**src/rtl/multi_comparator.sv**
```systemverilog
// Multi-channel programmable masked comparator.
// Per-channel value/mask/enable, registered match, sticky flags and hit counter.
module multi_comparator #(
  parameter int WIDTH    = 8,
  parameter int CHANNELS = 4,
  parameter int IDX_W    = 2,
  parameter int COUNT_W  = 8
) (
  input  logic                clk,
  input  logic                reset,
  input  logic                cfg_we,
  input  logic [IDX_W-1:0]    cfg_sel,
  input  logic [1:0]          cfg_reg,
  input  logic [WIDTH-1:0]    cfg_data,
  input  logic [WIDTH-1:0]    data,
  input  logic                valid,
  input  logic [CHANNELS-1:0] clr_sticky,
  input  logic                clr_count,
  output logic [CHANNELS-1:0] equal,
  output logic                hit,
  output logic [IDX_W-1:0]    hit_idx,
  output logic [CHANNELS-1:0] sticky,
  output logic [COUNT_W-1:0]  hit_count
);

  localparam logic [1:0] REG_VAL  = 2'd0;
  localparam logic [1:0] REG_MASK = 2'd1;
  localparam logic [1:0] REG_EN   = 2'd2;

  localparam logic [COUNT_W-1:0] CNT_MAX = '1;

  logic [WIDTH-1:0]    r_val  [CHANNELS];
  logic [WIDTH-1:0]    r_mask [CHANNELS];
  logic [CHANNELS-1:0] r_en;

  logic [CHANNELS-1:0] r_equal;
  logic                r_hit;
  logic [IDX_W-1:0]    r_hit_idx;
  logic [CHANNELS-1:0] r_sticky;
  logic [COUNT_W-1:0]  r_count;

  logic [CHANNELS-1:0] w_match;
  logic                w_any;
  logic [IDX_W-1:0]    w_idx;

  // Per-channel masked compare against the current (pre-write) config
  always_comb begin
    w_match = '0;
    for (int i = 0; i < CHANNELS; i++) begin
      w_match[i] = r_en[i] & valid &
                   (((data ^ r_val[i]) & r_mask[i]) == '0);
    end
  end

  assign w_any = |w_match;

  // Lowest-index priority encode; scan downward so the lowest wins
  always_comb begin
    w_idx = '0;
    for (int i = CHANNELS - 1; i >= 0; i--) begin
      if (w_match[i]) w_idx = IDX_W'(i);
    end
  end

  // Config register file; selects beyond CHANNELS never match the loop
  always_ff @(posedge clk) begin
    if (reset) begin
      for (int i = 0; i < CHANNELS; i++) begin
        r_val[i]  <= '0;
        r_mask[i] <= '1;
      end
      r_en <= '0;
    end else if (cfg_we) begin
      for (int i = 0; i < CHANNELS; i++) begin
        if (cfg_sel == IDX_W'(i)) begin
          case (cfg_reg)
            REG_VAL:  r_val[i]  <= cfg_data;
            REG_MASK: r_mask[i] <= cfg_data;
            REG_EN:   r_en[i]   <= cfg_data[0];
            default:  ;
          endcase
        end
      end
    end
  end

  // Registered match outputs; not held when valid drops
  always_ff @(posedge clk) begin
    if (reset) begin
      r_equal   <= '0;
      r_hit     <= 1'b0;
      r_hit_idx <= '0;
    end else begin
      r_equal   <= w_match;
      r_hit     <= w_any;
      r_hit_idx <= w_idx;
    end
  end

  // Sticky history; a new match beats a simultaneous clear
  always_ff @(posedge clk) begin
    if (reset) r_sticky <= '0;
    else       r_sticky <= (r_sticky & ~clr_sticky) | w_match;
  end

  // Saturating hit counter; clear then count in the same cycle
  always_ff @(posedge clk) begin
    if (reset) begin
      r_count <= '0;
    end else if (clr_count) begin
      r_count <= w_any ? COUNT_W'(1) : '0;
    end else if (w_any && r_count != CNT_MAX) begin
      r_count <= r_count + COUNT_W'(1);
    end
  end

  assign equal     = r_equal;
  assign hit       = r_hit;
  assign hit_idx   = r_hit_idx;
  assign sticky    = r_sticky;
  assign hit_count = r_count;

endmodule
```
**config.mk**
```make
export PLATFORM = sky130hd
export DESIGN_NAME = multi_comparator
export DESIGN_NICKNAME = d
export VERILOG_FILES = /design/src/rtl/multi_comparator.sv
export SDC_FILE = /design/constraint.sdc
export NUM_CORES = 1
export LEC_CHECK = 0
export CAP_MARGIN = 30
export CORE_ASPECT_RATIO = 0.5
export CORE_MARGIN = 4
export CORE_UTILIZATION = 35
export CTS_BUF_LIST = sky130_fd_sc_hd__clkbuf_4 sky130_fd_sc_hd__clkbuf_8
export DETAILED_ROUTE_END_ITERATION = 6
export PLACE_DENSITY = 0.61
export SETUP_SLACK_MARGIN = 0.05
export SYNTH_ARGS = -nofsm -noshare
export SYNTH_HDL_FRONTEND = slang
export SYNTH_SLANG_ARGS = --single-unit
```
**constraint.sdc**
```tcl
create_clock -name clk -period 1.7 [get_ports clk]
set_input_delay 0.34 -clock clk [delete_from_list [all_inputs] [get_ports clk]]
set_output_delay 0.34 -clock clk [all_outputs]
set_load 0.01 [all_outputs]
```
==> impl_metrics.toml, run 1 <==
[outcome]
status = "finished with violations"
violations = "negative setup slack"

[flow_run]
maxCapViolations = 0

[global_route]
grt_overflow = 0
grt_pass1_vias = 2748
grt_util_all_layers_pct = 14.1
antenna_found_initial = 0
grt_pass1_wl_mm = 14.0
grt_max_degree = 19

[clock_network]
cts.sinks = 87
hold_buffers = 0
clockRootBuffer = "clkbuf_8"
clkTransAtPathRegs_ps = 80
clk_latency_ps = 360
clockBufferDepth = 2
cts_made_buffers = 9
htree_levels = 3
cts_tree = "yes"

[sta]
fin_crit_ps = 1980
fmax_mhz = 505
setup_ws_ps = -281
finalClockSkew_ps = 6.55
finalHoldViolCount = 0
setup_tns_ps = -2010
final_max_slew_viol_count = 0
period_share_pct = 117
max-slew-margin-rel_pct = 72.6
rsz0062_at_grt = "true"
tightest_slew_ps = 409
setup_viol = 9

[route]
ant_nets = 0
wl_met1_mm = 4.13
route.met3.wl_um = 462
dr.pass1.iters = 5
wl_per_cell_um = 15.7
dr_total_vias = 2708
highest-signal-layer = "met4"
first_iter_violations = 146
dr_wl_met2_mm = 4.07
drc_errors = 0
vias_per_cell = 4.86
wl_mm = 8.74

[logic_synthesis]
syn_avg_cell_area_um2 = 12.4
ys_top_cells_by_count = "edfxtp_1, and2_1, or2_2, xor2_1, dfxtp_1"
synth_top_flop_cell = "edfxtp_1"
synth_warnings = 0
yosysTopAreaCellShare_pct = 49.5
synthMostInstantiatedCell = "edfxtp_1"
ys_top_cells_by_area = "edfxtp_1, dfxtp_1, xor2_1"
synth-edff-count = 64
ys_ff_latch = 87
async_reset_ff_share_pct = 0
synth-seq-area-share_pct = 61.3
yosys.area.top_type = "edfxtp_1"
syn-num-nets = 344
synthCells = 314
synthDistinctLibCells = 37
synth_area_mm2 = 0.00389

[final_layout]
fill_cells = 961
drive_gt1_share_pct = 28.8
utilization_pct = 48.4
final_cells = 557
nets = 441
area_growth_pct = 30.8

[power_and_ir_drop]
ir_drop_uv = 377
p_per_area_mw_per_mm2 = 799
totalPowerFinal_mw = 4.06
p_leak_nw = 1.96

[hold_path]
hold_depth = 2
worstHoldStart = "sticky[3]$_SDFF_PP0_"
hp-class = "reg2reg"

[critical_path]
cp.arrival_ps = 2240
crit_start = "r_val[1][4]$_SDFFCE_PN0P_"
reg2regPathDepth = 8
worstPathRequired_ps = 1960
critPathKind = "reg2reg"
rr_startpoint = "r_val[1][4]$_SDFFCE_PN0P_"
endpoint_kind = "flip-flop"
cp_max_fo = 10
cp-start-kind = "flip-flop"

[place]
portBuffers = 47
routabilityCongestion = 0.812
dp_hpwl_mm = 6.77
place_inst = 538

[floorplan]
ios = 48
start_util_pct = 37.0
die_y_um = 82.5
die_area_mm2 = 0.0130
coreArea_mm2 = 0.0105
rows = 26
die-width_um = 157
## metrics by stage
step	hold WS (ps)	instance area, um2	worst slack (ps)
6_report	479	5080	-281
5_1_grt	512	5080	-396
4_1_cts	484	5050	-253
3_5_place_dp	471	4860	-850
3_3_place_gp	461	4860	-828
2_1_floorplan	454	3900	-117
## registers in the layout, indices dropped and copies added, names as in the netlist
signal,flops
r_mask,32
r_val,32
hit_count,8
equal,4
r_en,4
sticky,4
hit_idx,2
hit,1
## where the power goes
group	switching (mW)	total [mW]	leakage (nW)	internal (mW)
clock network	0.719	1.28	0.0898	0.565
registers	0.0378	2.40	0.813	2.37
logic	0.196	0.375	1.06	0.180
total	0.952	4.06	1.96	3.11
## layout by cell type (no fill, tap or decap), types with 5 or more instances in the layout
master and count:
nand2_1 18, dfxtp_1 21, o21ai_0 5, xor2_1 32, a21oi_1 15, clkdlybuf4s50_1 31, nor2_1 16, or2_2 32
edfxtp_1 64, clkbuf_8 9, and2_1 32, buf_4 39, nand2b_1 7, dlygate4sd2_1 16
## critical path: stages (launching register included)
cell and delay [ps]:
edfxtp_1 400, xor2_1 160, a22o_1 230, a221oi_2 250
nand3_2 140, a41oi_2 240, buf_6 180, a21oi_1 70
a31o_2 220
## cell families (layout without fill, tap and decap cells)
family	Yosys count	count (layout)	synth area share [%]
buffers and inverters	7	109	0.901
xor gates and xnor gates	32	32	7.21
adders and majority gates	1	1	0.322
DFF	87	87	61.3
muxes	3	3	0.773
other	0	1	0
and+or+nand+nor	139	139	20.7
AOI/OAI and AO/OA	45	45	8.76
## worst paths after layout
path                               end  slack (ps)
max          hit_count[3]$_SDFFE_PP0P_        -280
min               sticky[3]$_SDFF_PP0_         480
max reg2reg  hit_count[3]$_SDFFE_PP0P_        -280
min reg2reg       sticky[3]$_SDFF_PP0_         480
## metal layers
layer / vias up / GRT usage, %
met4: 0 / 3.52
li1: 1317 / -
met1: 1329 / 18.0
met5: - / 0
met2: 53 / 23.8
met3: 9 / 4.53
## final cells by class
class	instances	area (um2)	area share [%]
well taps	140	175	3.44
multi-input cells	220	1530	30.0
clock inverters	5	33.8	0.664
clock buffers	11	139	2.73
flip-flops and latches	87	2380	46.9
repair buffers	91	817	16.1
inverters	2	7.51	0.148
diodes	1	2.50	0.0492
## repair_timing
item,4_1_cts,5_1_grt
setup endpoints to repair,51,45
hold endpoints to repair,0,0
setup buffers,3,1
pin swaps,5,3
gates resized for setup,24,10
No activity file was read; power rests on OpenSTA's default activity.
==> inputs of run 2 (changes only) <==
--- a/config.mk
+++ b/config.mk
@@ -16,3 +16,4 @@
 export SYNTH_ARGS = -nofsm -noshare
 export SYNTH_HDL_FRONTEND = slang
 export SYNTH_SLANG_ARGS = --single-unit
+export TNS_END_PERCENT = 10
==> run 2 against run 1 <==
  * The run still ends with negative setup slack left
  * Die area did not move
  * Utilization about the same
  * Final cell count rose by 0.36%
  * Count of clock-buffer cells in the layout shrank 2
  * Total power increased by 0.19%
  * Clock skew is 0.55 ps lower
  * Register-to-register slack about the same
==> impl_metrics.toml, run 2 (synthesized netlist as in run 1, its figures left out) <==
[route]
vias_per_cell = 4.77
dr_total_vias = 2668
drc_errors = 0
wl_per_cell_um = 15.6
dr.pass1.iters = 4
wl_mm = 8.73
first_iter_violations = 178
ant_nets = 0

[global_route]
grt_pass1_wl_mm = 14.0
grt_overflow = 0
antenna_found_initial = 1
grt_max_degree = 23
grt_util_all_layers_pct = 14.5
grt_pass1_vias = 2701

[critical_path]
cp.arrival_ps = 2230
rr_endpoint = "hit_count[2]$_SDFFE_PP0P_"
crit_start = "r_val[0][4]$_SDFFCE_PN0P_"
endpoint = "hit_count[2]$_SDFFE_PP0P_"
endpoint_kind = "flip-flop"
rr_startpoint = "r_val[0][4]$_SDFFCE_PN0P_"
worstPathRequired_ps = 1960
reg2regPathDepth = 8
cp_max_fo = 10
reg2reg_setup_slack_ps = -270
cp-start-kind = "flip-flop"
critPathKind = "reg2reg"

[sta]
period_share_pct = 116
final_max_slew_viol_count = 0
finalHoldViolCount = 0
tightest_slew_ps = 365
hold_slack_ps = 486
setup_ws_ps = -268
max-slew-margin-rel_pct = 75.7
finalClockSkew_ps = 6.00
fmax_mhz = 508
setup_viol = 10
fin_crit_ps = 1970
rsz0062_at_grt = "true"

[floorplan]
ios = 48
rows = 26
die_area_mm2 = 0.0130
die-width_um = 157
start_util_pct = 37.0
die_y_um = 82.5
coreArea_mm2 = 0.0105

[place]
dp_hpwl_mm = 6.76
portBuffers = 47
routabilityCongestion = 0.849
place_inst = 541

[clock_network]
clkTransAtPathRegs_ps = 80
clockBufferDepth = 2
htree_levels = 3
cts_made_buffers = 9
cts_tree = "yes"
clockRootBuffer = "clkbuf_8"
cts.sinks = 87
clk_latency_ps = 360

[power_and_ir_drop]
p_per_area_mw_per_mm2 = 801
ir_drop_uv = 365
totalPowerFinal_mw = 4.07
p_leak_nw = 1.96

[final_layout]
utilization_pct = 48.4
final_cells = 559
drive_gt1_share_pct = 28.2
area_growth_pct = 30.8
nets = 443
layout_common_cells = "edfxtp_1, buf_4, or2_2, xor2_1, and2_1"
final_common_cell = "edfxtp_1"

[outcome]
status = "finished with violations"
violations = "negative setup slack"

[flow_run]
maxCapViolations = 0

[hold_path]
worstHoldStart = "r_en[1]$_SDFFE_PP0P_"
hp-class = "reg2reg"
run 2: changes by cell type in the layout (fill, tap and decap cells not counted), sizes merged:
cell | previous run | this run
clkinvlp | 0 | 1
clkbuf | 11 | 9
inv | 3 | 4
buf | 44 | 46
run 2: metal layers:
layer | GRT usage [%] | up-vias | wire (um)
met4 | 4.64 | 0 | 117
li1 | - | 1320 | -
met2 | 24.1 | 58 | 4010
met3 | 4.53 | 10 | 532
met1 | 18.3 | 1280 | 4070
met5 | 0 | - | 0
run 2: stage by stage:
step	setup slack, ps	setup TNS [ps]	cell area [um2]
detailed placement	-887	-40270	4870
global placement	-872	-37220	4870
CTS	-258	-1900	5060
global route	-372	-3100	5080
finish	-268	-1920	5080
floorplan	-117	-506	3890
run 2: repair_timing:
item / in CTS / in global routing
buffers inserted: 1 / 0
endpoints found under the setup margin: 55 / 43
hold buffers: 0 / 0
pin swaps: 6 / 3
resized for setup: 25 / 6
run 2: worst max-delay path: stages (launching register included):
cell	delay, ps
edfxtp_1	380
xor2_1	170
a22o_1	230
a221oi_2	230
nand3_2	130
a41oi_2	250
buf_6	180
a21oi_1	80
a31o_2	210
run 2: layout make-up:
cell class	instances	area, um2
clock buffers	9	124
flip-flops and latches	87	2380
fillers	953	5420
multi-input cells	220	1510
clock inverters	7	46.3
inverters	2	7.51
diodes	1	2.50
well taps	140	175
repair buffers	93	832
run 2: worst min path at each step:
stage | to | slack [ps] | cells past startpoint
2_1_floorplan | r_en[1]$_SDFFE_PP0P_ | 450 | 2
3_3_place_gp | sticky[3]$_SDFF_PP0_ | 460 | 2
3_5_place_dp | sticky[2]$_SDFF_PP0_ | 480 | 2
4_1_cts | r_en[1]$_SDFFE_PP0P_ | 490 | 2
5_1_grt | sticky[0]$_SDFF_PP0_ | 520 | 2
6_report | r_en[1]$_SDFFE_PP0P_ | 490 | 2
run 2: power by group:
| group | internal (mW) | switching (mW) | total, mW |
|---|---|---|---|
| Clock | 0.531 | 0.761 | 1.29 |
| Sequential | 2.37 | 0.0370 | 2.40 |
| Combinational | 0.181 | 0.194 | 0.375 |
| Total | 3.08 | 0.992 | 4.07 |
==> inputs of run 3 (changes only) <==
--- a/config.mk
+++ b/config.mk
@@ -5,13 +5,13 @@
 export SDC_FILE = /design/constraint.sdc
 export NUM_CORES = 1
 export LEC_CHECK = 0
-export CAP_MARGIN = 30
+export CAP_MARGIN = 20
 export CORE_ASPECT_RATIO = 0.5
 export CORE_MARGIN = 4
 export CORE_UTILIZATION = 35
 export CTS_BUF_LIST = sky130_fd_sc_hd__clkbuf_4 sky130_fd_sc_hd__clkbuf_8
 export DETAILED_ROUTE_END_ITERATION = 6
-export PLACE_DENSITY = 0.61
+export PLACE_DENSITY = 0.59
 export SETUP_SLACK_MARGIN = 0.05
 export SYNTH_ARGS = -nofsm -noshare
 export SYNTH_HDL_FRONTEND = slang
==> constraint.sdc (replaced) <==
create_clock -name clk -period 2 [get_ports clk]
set_input_delay 0.4 -clock clk [delete_from_list [all_inputs] [get_ports clk]]
set_output_delay 0.4 -clock clk [all_outputs]
set_load 0.01 [all_outputs]
==> run 3 against run 2 <==
  * The flow still finishes with violations (negative setup slack)
  * Critical path depth unchanged
  * Non-clock buffer count decreased by 12
  * Sequential power decreased by 15%
  * Clock power about the same
  * Total power decreased by 11%
  * Critical endpoint is now hit_count[7]$_SDFFE_PP0P_
  * First-iteration DRC count unchanged
  * Register-to-register slack improved by 240 ps
  * Via count increased by 0.34%
  * Design area decreased by 1.2%
  * Largest power group unchanged
  * Utilization decreased by 0.58 points
==> impl_metrics.toml, run 3 (synthesized netlist as in run 1, its figures left out) <==
[place]
post_dp_cell_area_mm2 = 0.00480
routabilityCongestion = 0.836
post-place-ws_ps = -665
dp_hpwl_mm = 6.95
place_inst = 530
portBuffers = 47

[flow_run]
maxCapViolations = 0

[hold_path]
hp-class = "reg2reg"
worstHoldStart = "sticky[3]$_SDFF_PP0_"

[power_and_ir_drop]
p_per_area_mw_per_mm2 = 723
p_leak_nw = 1.86
totalPowerFinal_mw = 3.63
ir_drop_uv = 300

[global_route]
grt_pass1_vias = 2777
antenna_found_initial = 0
grt_max_degree = 19
grt_util_all_layers_pct = 15.0
grt_pass1_wl_mm = 14.6
grt_overflow = 0

[sta]
finalHoldViolCount = 0
period_share_pct = 101
tightest_slew_ps = 445
max-slew-margin-rel_pct = 70.3
setup_viol = 4
finalClockSkew_ps = 14.9
final_max_slew_viol_count = 0
setup_ws_ps = -25.3
rsz0062_at_grt = "true"
fmax_mhz = 494
fin_crit_ps = 2030

[outcome]
status = "finished with violations"
violations = "negative setup slack"

[floorplan]
coreArea_mm2 = 0.0105
die_area_mm2 = 0.0130
ios = 48
die-width_um = 157
rows = 26
start_util_pct = 37.0
die_y_um = 82.5

[clock_network]
clockBufferDepth = 2
cts.sinks = 87
clkTransAtPathRegs_ps = 90
htree_levels = 3
clk_latency_ps = 370
hold_buffers = 0
clockRootBuffer = "clkbuf_8"
cts_tree = "yes"
post_cts_buffers = 0
cts_made_buffers = 9

[critical_path]
endpoint_kind = "flip-flop"
cp.arrival_ps = 2290
cp_cell_sequence = "xor2_1 > a22o_1 > a221oi_2 > nand3_2 > a41oi_2 > buf_12 > a21oi_1 > a31o_2"
worstPathRequired_ps = 2260
path_delay_family = "compound AO/OA/AOI/OAI gates"
crit_slowest_cell = "edfxtp_1"
crit_start = "r_val[1][4]$_SDFFCE_PN0P_"
worst-path-buf-inv = 1
critPathKind = "reg2reg"
cp_max_fo = 12
max_stage_delay_ps = 390
rr_startpoint = "r_val[1][4]$_SDFFCE_PN0P_"
cp-start-kind = "flip-flop"

[route]
wl_mm = 9.11
dr_total_vias = 2677
vias_per_cell = 4.90
first_iter_violations = 178
wl_per_cell_um = 16.7
dr.pass1.iters = 4
drc_errors = 0
ant_nets = 0

[final_layout]
area_growth_pct = 29.2
stdcell_area_mm2 = 0.00502
drive_gt1_share_pct = 24.4
regArea_mm2 = 0.00238
fill_cells = 956
final_common_cell = "edfxtp_1"
final_cells = 546
multiInputGateArea_mm2 = 0.00150
diodes = 0
layout_common_cells = "edfxtp_1, clkdlybuf4s50_1, or2_2, xor2_1, and2_1"
nets = 431
[run 3: per-stage QoR]
| stage | hold WS [ps] | utilization (%) | TNS (ps) |
|---|---|---|---|
| 3_3_place_gp | 463 | 45.7 | -8890 |
| 3_5_place_dp | 472 | 45.7 | -10110 |
| 6_report | 477 | 47.8 | -65.0 |
| 2_1_floorplan | 454 | - | 0 |
| 5_1_grt | 504 | 47.8 | -434 |
| 4_1_cts | 486 | 47.5 | -29.8 |
[run 3: worst min-delay path, stage by stage (launching register included)]
cell	delay (ps)
dfxtp_1	320
nand2b_1	60
a21oi_1	60
[run 3: where the power goes]
group	switching (mW)	internal, mW
Combinational	0.175	0.152
Clock	0.658	0.601
Sequential	0.0337	2.01
[run 3: layout make-up]
cell class	count	area share [%]
Clock buffer	10	2.62
Multi-Input combinational cell	220	29.9
Inverter	2	0.149
Sequential cell	87	47.4
Clock inverter	6	1.35
Timing Repair Buffer	81	15.0
Tap cell	140	3.49
[run 3: final timing paths]
| path | to | slack [ps] | cells past startpoint |
|---|---|---|---|
| hold reg to reg | sticky[3]$_SDFF_PP0_ | 480 | 2 |
| hold / removal | sticky[3]$_SDFF_PP0_ | 480 | 2 |
| setup / recovery | hit_count[7]$_SDFFE_PP0P_ | -30 | 8 |
| setup reg to reg | hit_count[7]$_SDFFE_PP0P_ | -30 | 8 |
[run 3: per-layer routing]
metal,up-vias,routed length [um],track usage (%)
met1,1307,4230,19.2
li1,1301,-,-
met5,-,0,0
met4,0,108,5.15
met2,57,4190,25.0
met3,12,572,4.27
[run 3: repair_timing]
action                                  in CTS  in global routing
endpoints found under the setup margin      11                  9
gates resized for setup                      8                  6
endpoints found under the hold margin        0                  0
pin swaps                                    6                  1
